==> config.mk <==
export PLATFORM = sky130hd
export DESIGN_NAME = cpu_axi_bridge
export DESIGN_NICKNAME = d
export VERILOG_FILES = /design/src/rtl/cpu_axi_bridge_pkg.sv /design/src/rtl/cpu_axi_bridge.sv
export SDC_FILE = /design/constraint.sdc
export NUM_CORES = 1
export LEC_CHECK = 0
export ABC_AREA = 1
export BUFFER_PORTS_ARGS = -buffer_cell sky130_fd_sc_hd__buf_4
export CAP_MARGIN = 20
export CORE_AREA = 2 2 152 154
export CTS_BUF_LIST = sky130_fd_sc_hd__clkbuf_8
export DETAILED_ROUTE_END_ITERATION = 8
export DIE_AREA = 0 0 154 156
export MAX_ROUTING_LAYER = met4
export PLACE_DENSITY = 0.66
export SLEW_MARGIN = 20
export SYNTH_ARGS = -nofsm -noshare
export SYNTH_HDL_FRONTEND = slang
export SYNTH_SLANG_ARGS = --single-unit
export TNS_END_PERCENT = 20
==> constraint.sdc <==
create_clock -name aclk -period 1.2 [get_ports aclk]
set_input_delay 0.06 -clock aclk [delete_from_list [all_inputs] [get_ports aclk]]
set_output_delay 0.06 -clock aclk [all_outputs]
set_load 0.01 [all_outputs]
==> src/rtl/cpu_axi_bridge_pkg.sv <==
// Shared types and constants for the CPU-to-AXI3 bridge.
package cpu_axi_bridge_pkg;

  typedef enum logic [1:0] {R_IDLE, R_ADDR, R_DATA} AxiRdState;
  typedef enum logic [1:0] {W_IDLE, W_REQ, W_RESP} AxiWrState;

  localparam logic [1:0] AXI_BURST_INCR = 2'b01;
  localparam logic [3:0] AXI_ID_INST    = 4'd0;
  localparam logic [3:0] AXI_ID_DATA    = 4'd1;
  localparam logic [1:0] AXI_SIZE_WORD  = 2'd2;

endpackage

==> src/rtl/cpu_axi_bridge.sv <==
// Turns the fetch and load/store request channels into single-beat AXI3
// transactions, with one read and one write outstanding at a time.
module cpu_axi_bridge
  import cpu_axi_bridge_pkg::*;
#(
  parameter logic [3:0] ID_INST = AXI_ID_INST,
  parameter logic [3:0] ID_DATA = AXI_ID_DATA,
  parameter int         ADDR_W  = 32
) (
  input  logic              aclk,
  input  logic              aresetn,
  input  logic              inst_req,
  input  logic [ADDR_W-1:0] inst_addr,
  output logic              inst_addr_ok,
  output logic              inst_data_ok,
  output logic [ADDR_W-1:0] inst_rdata,
  input  logic              data_req,
  input  logic              data_wr,
  input  logic [1:0]        data_size,
  input  logic [3:0]        data_wstrb,
  input  logic [ADDR_W-1:0] data_addr,
  input  logic [ADDR_W-1:0] data_wdata,
  output logic              data_addr_ok,
  output logic              data_data_ok,
  output logic [ADDR_W-1:0] data_rdata,
  output logic [3:0]        arid,
  output logic [ADDR_W-1:0] araddr,
  output logic [7:0]        arlen,
  output logic [2:0]        arsize,
  output logic [1:0]        arburst,
  output logic [1:0]        arlock,
  output logic [3:0]        arcache,
  output logic [2:0]        arprot,
  output logic              arvalid,
  input  logic              arready,
  input  logic [3:0]        rid,
  input  logic [ADDR_W-1:0] rdata,
  input  logic [1:0]        rresp,
  input  logic              rlast,
  input  logic              rvalid,
  output logic              rready,
  output logic [3:0]        awid,
  output logic [ADDR_W-1:0] awaddr,
  output logic [7:0]        awlen,
  output logic [2:0]        awsize,
  output logic [1:0]        awburst,
  output logic [1:0]        awlock,
  output logic [3:0]        awcache,
  output logic [2:0]        awprot,
  output logic              awvalid,
  input  logic              awready,
  output logic [3:0]        wid,
  output logic [ADDR_W-1:0] wdata,
  output logic [3:0]        wstrb,
  output logic              wlast,
  output logic              wvalid,
  input  logic              wready,
  input  logic [3:0]        bid,
  input  logic [1:0]        bresp,
  input  logic              bvalid,
  output logic              bready
);

  AxiRdState         rd_state, rd_next;
  AxiWrState         wr_state, wr_next;
  logic [ADDR_W-1:0] rd_addr, wr_addr, wr_data;
  logic [1:0]        rd_size, wr_size;
  logic [3:0]        rd_id, wr_strb;
  logic              aw_done, w_done;
  logic              data_rd_req, data_wr_req, data_rd_ok, data_wr_ok, rd_accept;
  logic              data_rd_inflight, aw_hs, w_hs, r_hs;
  logic              unused_ok;

  assign unused_ok = ^{rid, rresp, rlast, bid, bresp};

  // A store must wait for any in-flight data read so data-side order holds.
  assign data_rd_req      = data_req & ~data_wr;
  assign data_wr_req      = data_req & data_wr;
  assign data_rd_inflight = (rd_state != R_IDLE) && (rd_id == ID_DATA);
  assign data_rd_ok       = data_rd_req && (rd_state == R_IDLE) && (wr_state == W_IDLE);
  assign data_wr_ok       = data_wr_req && (wr_state == W_IDLE) && !data_rd_inflight;
  assign inst_addr_ok     = inst_req && (rd_state == R_IDLE) && !(data_rd_req && (wr_state == W_IDLE));
  assign data_addr_ok     = data_rd_ok | data_wr_ok;
  assign rd_accept        = data_rd_ok | inst_addr_ok;

  assign aw_hs = awvalid & awready;
  assign w_hs  = wvalid & wready;
  assign r_hs  = rvalid & rready;

  always_ff @(posedge aclk or negedge aresetn) begin
    if (!aresetn) begin
      rd_state <= R_IDLE;
      rd_addr  <= '0;
      rd_size  <= '0;
      rd_id    <= '0;
    end else begin
      rd_state <= rd_next;
      if (rd_accept) begin
        rd_addr <= data_rd_ok ? data_addr : inst_addr;
        rd_size <= data_rd_ok ? data_size : AXI_SIZE_WORD;
        rd_id   <= data_rd_ok ? ID_DATA : ID_INST;
      end
    end
  end

  always_comb begin
    rd_next = rd_state;
    case (rd_state)
      R_IDLE:  if (rd_accept) rd_next = R_ADDR;
      R_ADDR:  if (arready)   rd_next = R_DATA;
      R_DATA:  if (rvalid)    rd_next = R_IDLE;
      default: rd_next = R_IDLE;
    endcase
  end

  always_comb begin
    arvalid      = (rd_state == R_ADDR);
    rready       = (rd_state == R_DATA);
    inst_data_ok = r_hs && (rd_id == ID_INST);
  end

  always_ff @(posedge aclk or negedge aresetn) begin
    if (!aresetn) begin
      wr_state <= W_IDLE;
      wr_addr  <= '0;
      wr_data  <= '0;
      wr_size  <= '0;
      wr_strb  <= '0;
      aw_done  <= 1'b0;
      w_done   <= 1'b0;
    end else begin
      wr_state <= wr_next;
      if (data_wr_ok) begin
        wr_addr <= data_addr;
        wr_data <= data_wdata;
        wr_size <= data_size;
        wr_strb <= data_wstrb;
        aw_done <= 1'b0;
        w_done  <= 1'b0;
      end else if (wr_state == W_REQ) begin
        if (aw_hs) aw_done <= 1'b1;
        if (w_hs)  w_done  <= 1'b1;
      end
    end
  end

  always_comb begin
    wr_next = wr_state;
    case (wr_state)
      W_IDLE:  if (data_wr_ok) wr_next = W_REQ;
      W_REQ:   if ((aw_done | aw_hs) & (w_done | w_hs)) wr_next = W_RESP;
      W_RESP:  if (bvalid) wr_next = W_IDLE;
      default: wr_next = W_IDLE;
    endcase
  end

  always_comb begin
    awvalid = (wr_state == W_REQ) && !aw_done;
    wvalid  = (wr_state == W_REQ) && !w_done;
    bready  = (wr_state == W_RESP);
  end

  // Data read returns and store responses never overlap on the data port.
  assign data_data_ok = (r_hs && (rd_id != ID_INST)) | (bvalid & bready);
  assign inst_rdata   = rdata;
  assign data_rdata   = rdata;

  assign arid    = rd_id;
  assign araddr  = rd_addr;
  assign arsize  = {1'b0, rd_size};
  assign arlen   = '0;
  assign arburst = AXI_BURST_INCR;
  assign arlock  = '0;
  assign arcache = '0;
  assign arprot  = '0;

  assign awid    = ID_DATA;
  assign awaddr  = wr_addr;
  assign awsize  = {1'b0, wr_size};
  assign awlen   = '0;
  assign awburst = AXI_BURST_INCR;
  assign awlock  = '0;
  assign awcache = '0;
  assign awprot  = '0;
  assign wid     = ID_DATA;
  assign wdata   = wr_data;
  assign wstrb   = wr_strb;
  assign wlast   = 1'b1;

endmodule
---- Word-level counts from Yosys, hierarchy flattened ----
Index checks and enable logic that the tools add are counted.
storage, ports and cells
  register bits ........................... 114
  input bits .............................. 157
operators by class
  equal/unequal tests ..................... 11
  mux-type cells .......................... 17
  reduce and logical (&&, ||, !) cells .... 28
  bitwise operators ....................... 13
operators with widths
  operator              number
  $mux W32              1
  $mux W2               7
  $logic_and A1 B1 Y1   12
  $pmux W2 S3           2
  $ne A2 B2 Y1 const B  4
  $reduce_bool A2 Y1    4
  $and A1 B1 Y1         7
  $mux W1               7
  $reduce_and A3 Y1     2
  $or A1 B1 Y1          5
  $eq A2 B1 Y1 const B  2
  $eq A2 B2 Y1 const B  2
  $eq A4 B1 Y1 const B  1
  $logic_not A1 Y1      4
  $logic_not A2 Y1      2
  $logic_not A4 Y1      1
  $ne A2 B1 Y1 const B  2
  $reduce_and A2 Y1     2
  $reduce_bool A4 Y1    1
  $not A1 Y1            1

---- Longest topological paths before layout ----
  depth after elaboration ................. 8
  gate-level depth with buffers ........... 7
  gate-level depth less buffers ........... 7

---- Least setup slack after synthesis ----
Ideal clock, no wire load.
  path type ............................... register to register
  start point ............................. reg wr_state[0]
  end point ............................... reg wr_addr[0] (netlist: awaddr[0])
  path buffers ............................ 1
  arrival time ............................ 1.204 ns
  stages on the path, launching flop included .. 6
  path slack .............................. -0.121 ns
  setup time .............................. 0.117 ns
  data required time ...................... 1.083 ns
  clock period less this slack ............ 1.321 ns
  cells stage by stage .................... dfrtp_1 > nor3_4 > nand2_1 > buf_2 > nand2_1 > nand2_1
on the way
  longest elaborated chain between the ends .. 3
ends and longest elaborated chain
  item                               RTL line               RTL
  start, declared                    cpu_axi_bridge.sv:65   AxiWrState wr_state, wr_next;
  start signal, assigned             cpu_axi_bridge.sv:132  wr_state <= wr_next;
  $logic_not A2 Y1                   cpu_axi_bridge.sv:81   assign data_wr_ok = data_wr_req && (wr_state == W_IDLE) && !data_rd_inflight;
  $logic_and A1 B1 Y1 (2 in series)  cpu_axi_bridge.sv:81
  end signal, assigned               cpu_axi_bridge.sv:134  wr_addr <= data_addr;
  end, declared                      cpu_axi_bridge.sv:66   logic [ADDR_W-1:0] rd_addr, wr_addr, wr_data;
Every way passes these cells.
A chain may end at the register's enable or synchronous reset.

---- Worst setup path after layout ----
  start point ............................. reg wr_state[1]
  end point ............................... out data_addr_ok
on the way
  longest elaborated chain between the ends .. 4
ends and longest elaborated chain
  item                               RTL line                                    RTL
  $logic_not A2 Y1 *                 cpu_axi_bridge.sv:80, cpu_axi_bridge.sv:81
  $logic_and A1 B1 Y1 (2 in series)  cpu_axi_bridge.sv:81
  $or A1 B1 Y1 *                     cpu_axi_bridge.sv:83                        assign data_addr_ok = data_rd_ok | data_wr_ok;
  end, declared                      cpu_axi_bridge.sv:23                        output logic data_addr_ok,
Every way passes the cells marked *; elsewhere a longest branch is shown, timed or not.

==> impl_metrics.env <==
export IMPL_status="finished, violations left"
export IMPL_violations="setup timing"
export IMPL_grt_pass1_vias=5611
export IMPL_grt_max_degree=46
export IMPL_coreArea_sq_um=22370
export IMPL_ys_warn_count=0
export IMPL_cts_max_level=3
export IMPL_seq_area_sq_um=2783
export IMPL_fmax_ghz=0.6251
export IMPL_ys_seq_elements=111
export IMPL_port_buffers=225
export IMPL_rsz0062_at_grt="yes"
export IMPL_drtIter0Drc=397
export IMPL_drtAntennaViolNets=0
export IMPL_antenna_found_initial=1
export IMPL_cp_startpoint="wr_state[1]"
export IMPL_ff2ff_path_depth=8
export IMPL_synth_edf_count=0
export IMPL_ir_drop_mv=1.062
export IMPL_numClockSinks=111
export IMPL_std_cell_rows=55
export IMPL_yosysTopAreaCell="dfrtp_1"
export IMPL_synth_cell_types=25
export IMPL_tritoncts="built"
export IMPL_routed_wl_um=22040
export IMPL_required_ps=1140
export IMPL_ys_top_cells_by_area="dfrtp_1 (49%), buf_4 (15%), nand3_1 (14%), nand2_1 (11%), nand4_1 (3.6%)"
export IMPL_initial_core_util_pct=25.59
export IMPL_hold_path_startpoint="inst_addr[29]"
export IMPL_fin_util_pct=42.55
export IMPL_fillers=2141
export IMPL_drv_cap=0
export IMPL_die_w_um=154
export IMPL_r2r_end="araddr[18]"
export IMPL_layout_nets=1138
export IMPL_stdcell_area_sq_um=9517
export IMPL_endpoint="data_addr_ok"
export IMPL_startpoint_type="flop"
export IMPL_drv_slew=0
export IMPL_cts_root_buf="clkbuf_8"
export IMPL_design_power_total_mw=21.01
export IMPL_fin_crit_sh_pct=133.3
export IMPL_worstReg2RegStart="wr_state[1]"
export IMPL_finalCriticalPeriod_ps=1600
export IMPL_totalNegativeSetupSlack_ps=-28110
export IMPL_gp_congestion=0.8096
export IMPL_path_clk_slew_ps=110
export IMPL_dp_cells=1120
export IMPL_grt_pass1_wl_um=32100
export IMPL_fin_skew_ps=11.91
export IMPL_fp_dieH_um=156
export IMPL_vias=5776
export IMPL_area_growth_pct=66.29
export IMPL_async_flop_share_pct=100.0
export IMPL_crit_path_end_kind="primary output"
export IMPL_synth_top_cell_area_share_pct=48.54
export IMPL_placed_cell_area_sq_um=7436
export IMPL_drive_above_1_share_pct=38.34
export IMPL_grt_overflow=0
export IMPL_power_density_nw_per_um2=2207
export IMPL_avgSynthCellArea_sq_um=8.391
export IMPL_wire_per_inst_um=17.33
export IMPL_finalSetupViolCount=119
export IMPL_multi_input_comb_area_sq_um=2317
export IMPL_setup_ws_ps=-399.8
export IMPL_insertion_delay_ps=390
export IMPL_dpl_hpwl_um=14160
export IMPL_synthCells=682
export IMPL_cts_inserted_buffers=9
export IMPL_drc=0
export IMPL_critPathKind="reg -> out"
export IMPL_post_drt_via_cell_ratio=4.541
export IMPL_yosysMostFrequentCell="nand2_1"
export IMPL_gr_usage_all_layers_pct=17.81
export IMPL_synth_area_sq_um=5723
export IMPL_clockBufferDepth=2
export IMPL_p_leak_nw=4.885
export IMPL_synth_seq_area_share_pct=48.54
export IMPL_post_place_ws_ps=-169.6
export IMPL_die_area_sq_um=24020
export IMPL_crit_path_max_fanout=3
export IMPL_synthTopCellsByCount="nand2_1 (164), nand3_1 (163), buf_4 (116)"
export IMPL_reg2reg_slack_ps=-400
export IMPL_fin_cells=1272
export IMPL_arrival_ps=1540
export IMPL_synthFlopType="dfrtp_1"
export IMPL_num_io_pins=387
export IMPL_drt_pass1_iterations=4
export IMPL_fin_hold_ws_ps=23.21
export IMPL_finalHoldViolations=0
export IMPL_min_path_type="in -> reg"
-- where the power goes --
part | total (mW) | internal (mW) | switching [mW]
Sequential | 6.64 | 5.49 | 1.15
Clock | 2.67 | 1.25 | 1.42
Combinational | 11.7 | 5.74 | 5.96
-- cell type report --
cell class | instances | share of cell area (%)
multi-input combinational | 440 | 24.35
tap | 285 | 3.747
antenna | 1 | 0.02630
timing repair buffer | 396 | 39.10
sequential | 111 | 29.24
clock inverter | 6 | 0.9729
inverter | 23 | 1.118
clock buffer | 10 | 1.446
-- per-layer routing --
metal / global-route usage (%) / wire length [um] / vias to the layer above
met2: 29.02 / 10990 / 256
li1: - / - / 2679
met5: - / 0 / -
met1: 22.04 / 9143 / 2795
met4: 5.964 / 494 / 0
met3: 3.861 / 1408 / 46
-- placed cells by master, fill, tap and decap left out, types with 3 or more instances in the layout --
cell type,netlist,layout
buf_12,0,19
conb_1,2,52
buf_16,0,3
nor2_1,14,5
nand2_4,0,3
dfrtp_2,0,4
nor2_2,1,5
dlygate4sd3_1,0,105
buf_4,116,244
dfrtp_1,111,107
nand3_1,163,127
nand3_2,1,36
inv_1,22,19
clkbuf_16,0,5
nand4_1,33,33
clkbuf_8,0,10
buf_6,0,18
nor2_4,2,7
nand2_2,1,5
nand2_1,164,155
-- repair_timing --
action	4_1_cts	5_1_grt
endpoints found under the hold margin	218	1
endpoints found under the setup margin	119	120
cloned	4	5
pin swaps	32	7
setup buffers	13	13
resized for setup	75	28
hold buffers	104	1
-- worst max-delay path, stage by stage, from the launching register on --
cell and delay (ps):
dfrtp_2 480, nor2_4 230, nand3_4 120, buf_6 160, nand2_4 60, buf_6 90
-- how the worst min path moves through the flow --
stage,end,slack [ps],depth (start not counted)
6_report,araddr[29],20,5
5_1_grt,araddr[29],50,5
3_5_place_dp,awaddr[25],-50,1
3_3_place_gp,araddr[24],-50,1
4_1_cts,araddr[29],2,5
2_1_floorplan,araddr[0],-240,0
-- registers in the layout, summed over array words and instances (netlist names) --
signal,count
wr_state,2
rd_size,2
awaddr,32
w_done,1
arid,1
wstrb,4
wdata,32
aw_done,1
araddr,32
rd_state,2
wr_size,2
-- cells by family (layout without fill, tap and decap cells) --
| kind of cell | count (synthesis) | in the layout | share of synthesized area [%] |
|---|---|---|---|
| compound gates | 7 | 7 | 0.7870 |
| flops | 111 | 111 | 48.54 |
| buf+inv | 181 | 435 | 19.81 |
| simple gates | 381 | 381 | 30.74 |
| other cells | 2 | 53 | 0.1312 |
Note: power is estimated with default switching activity, not from simulation.
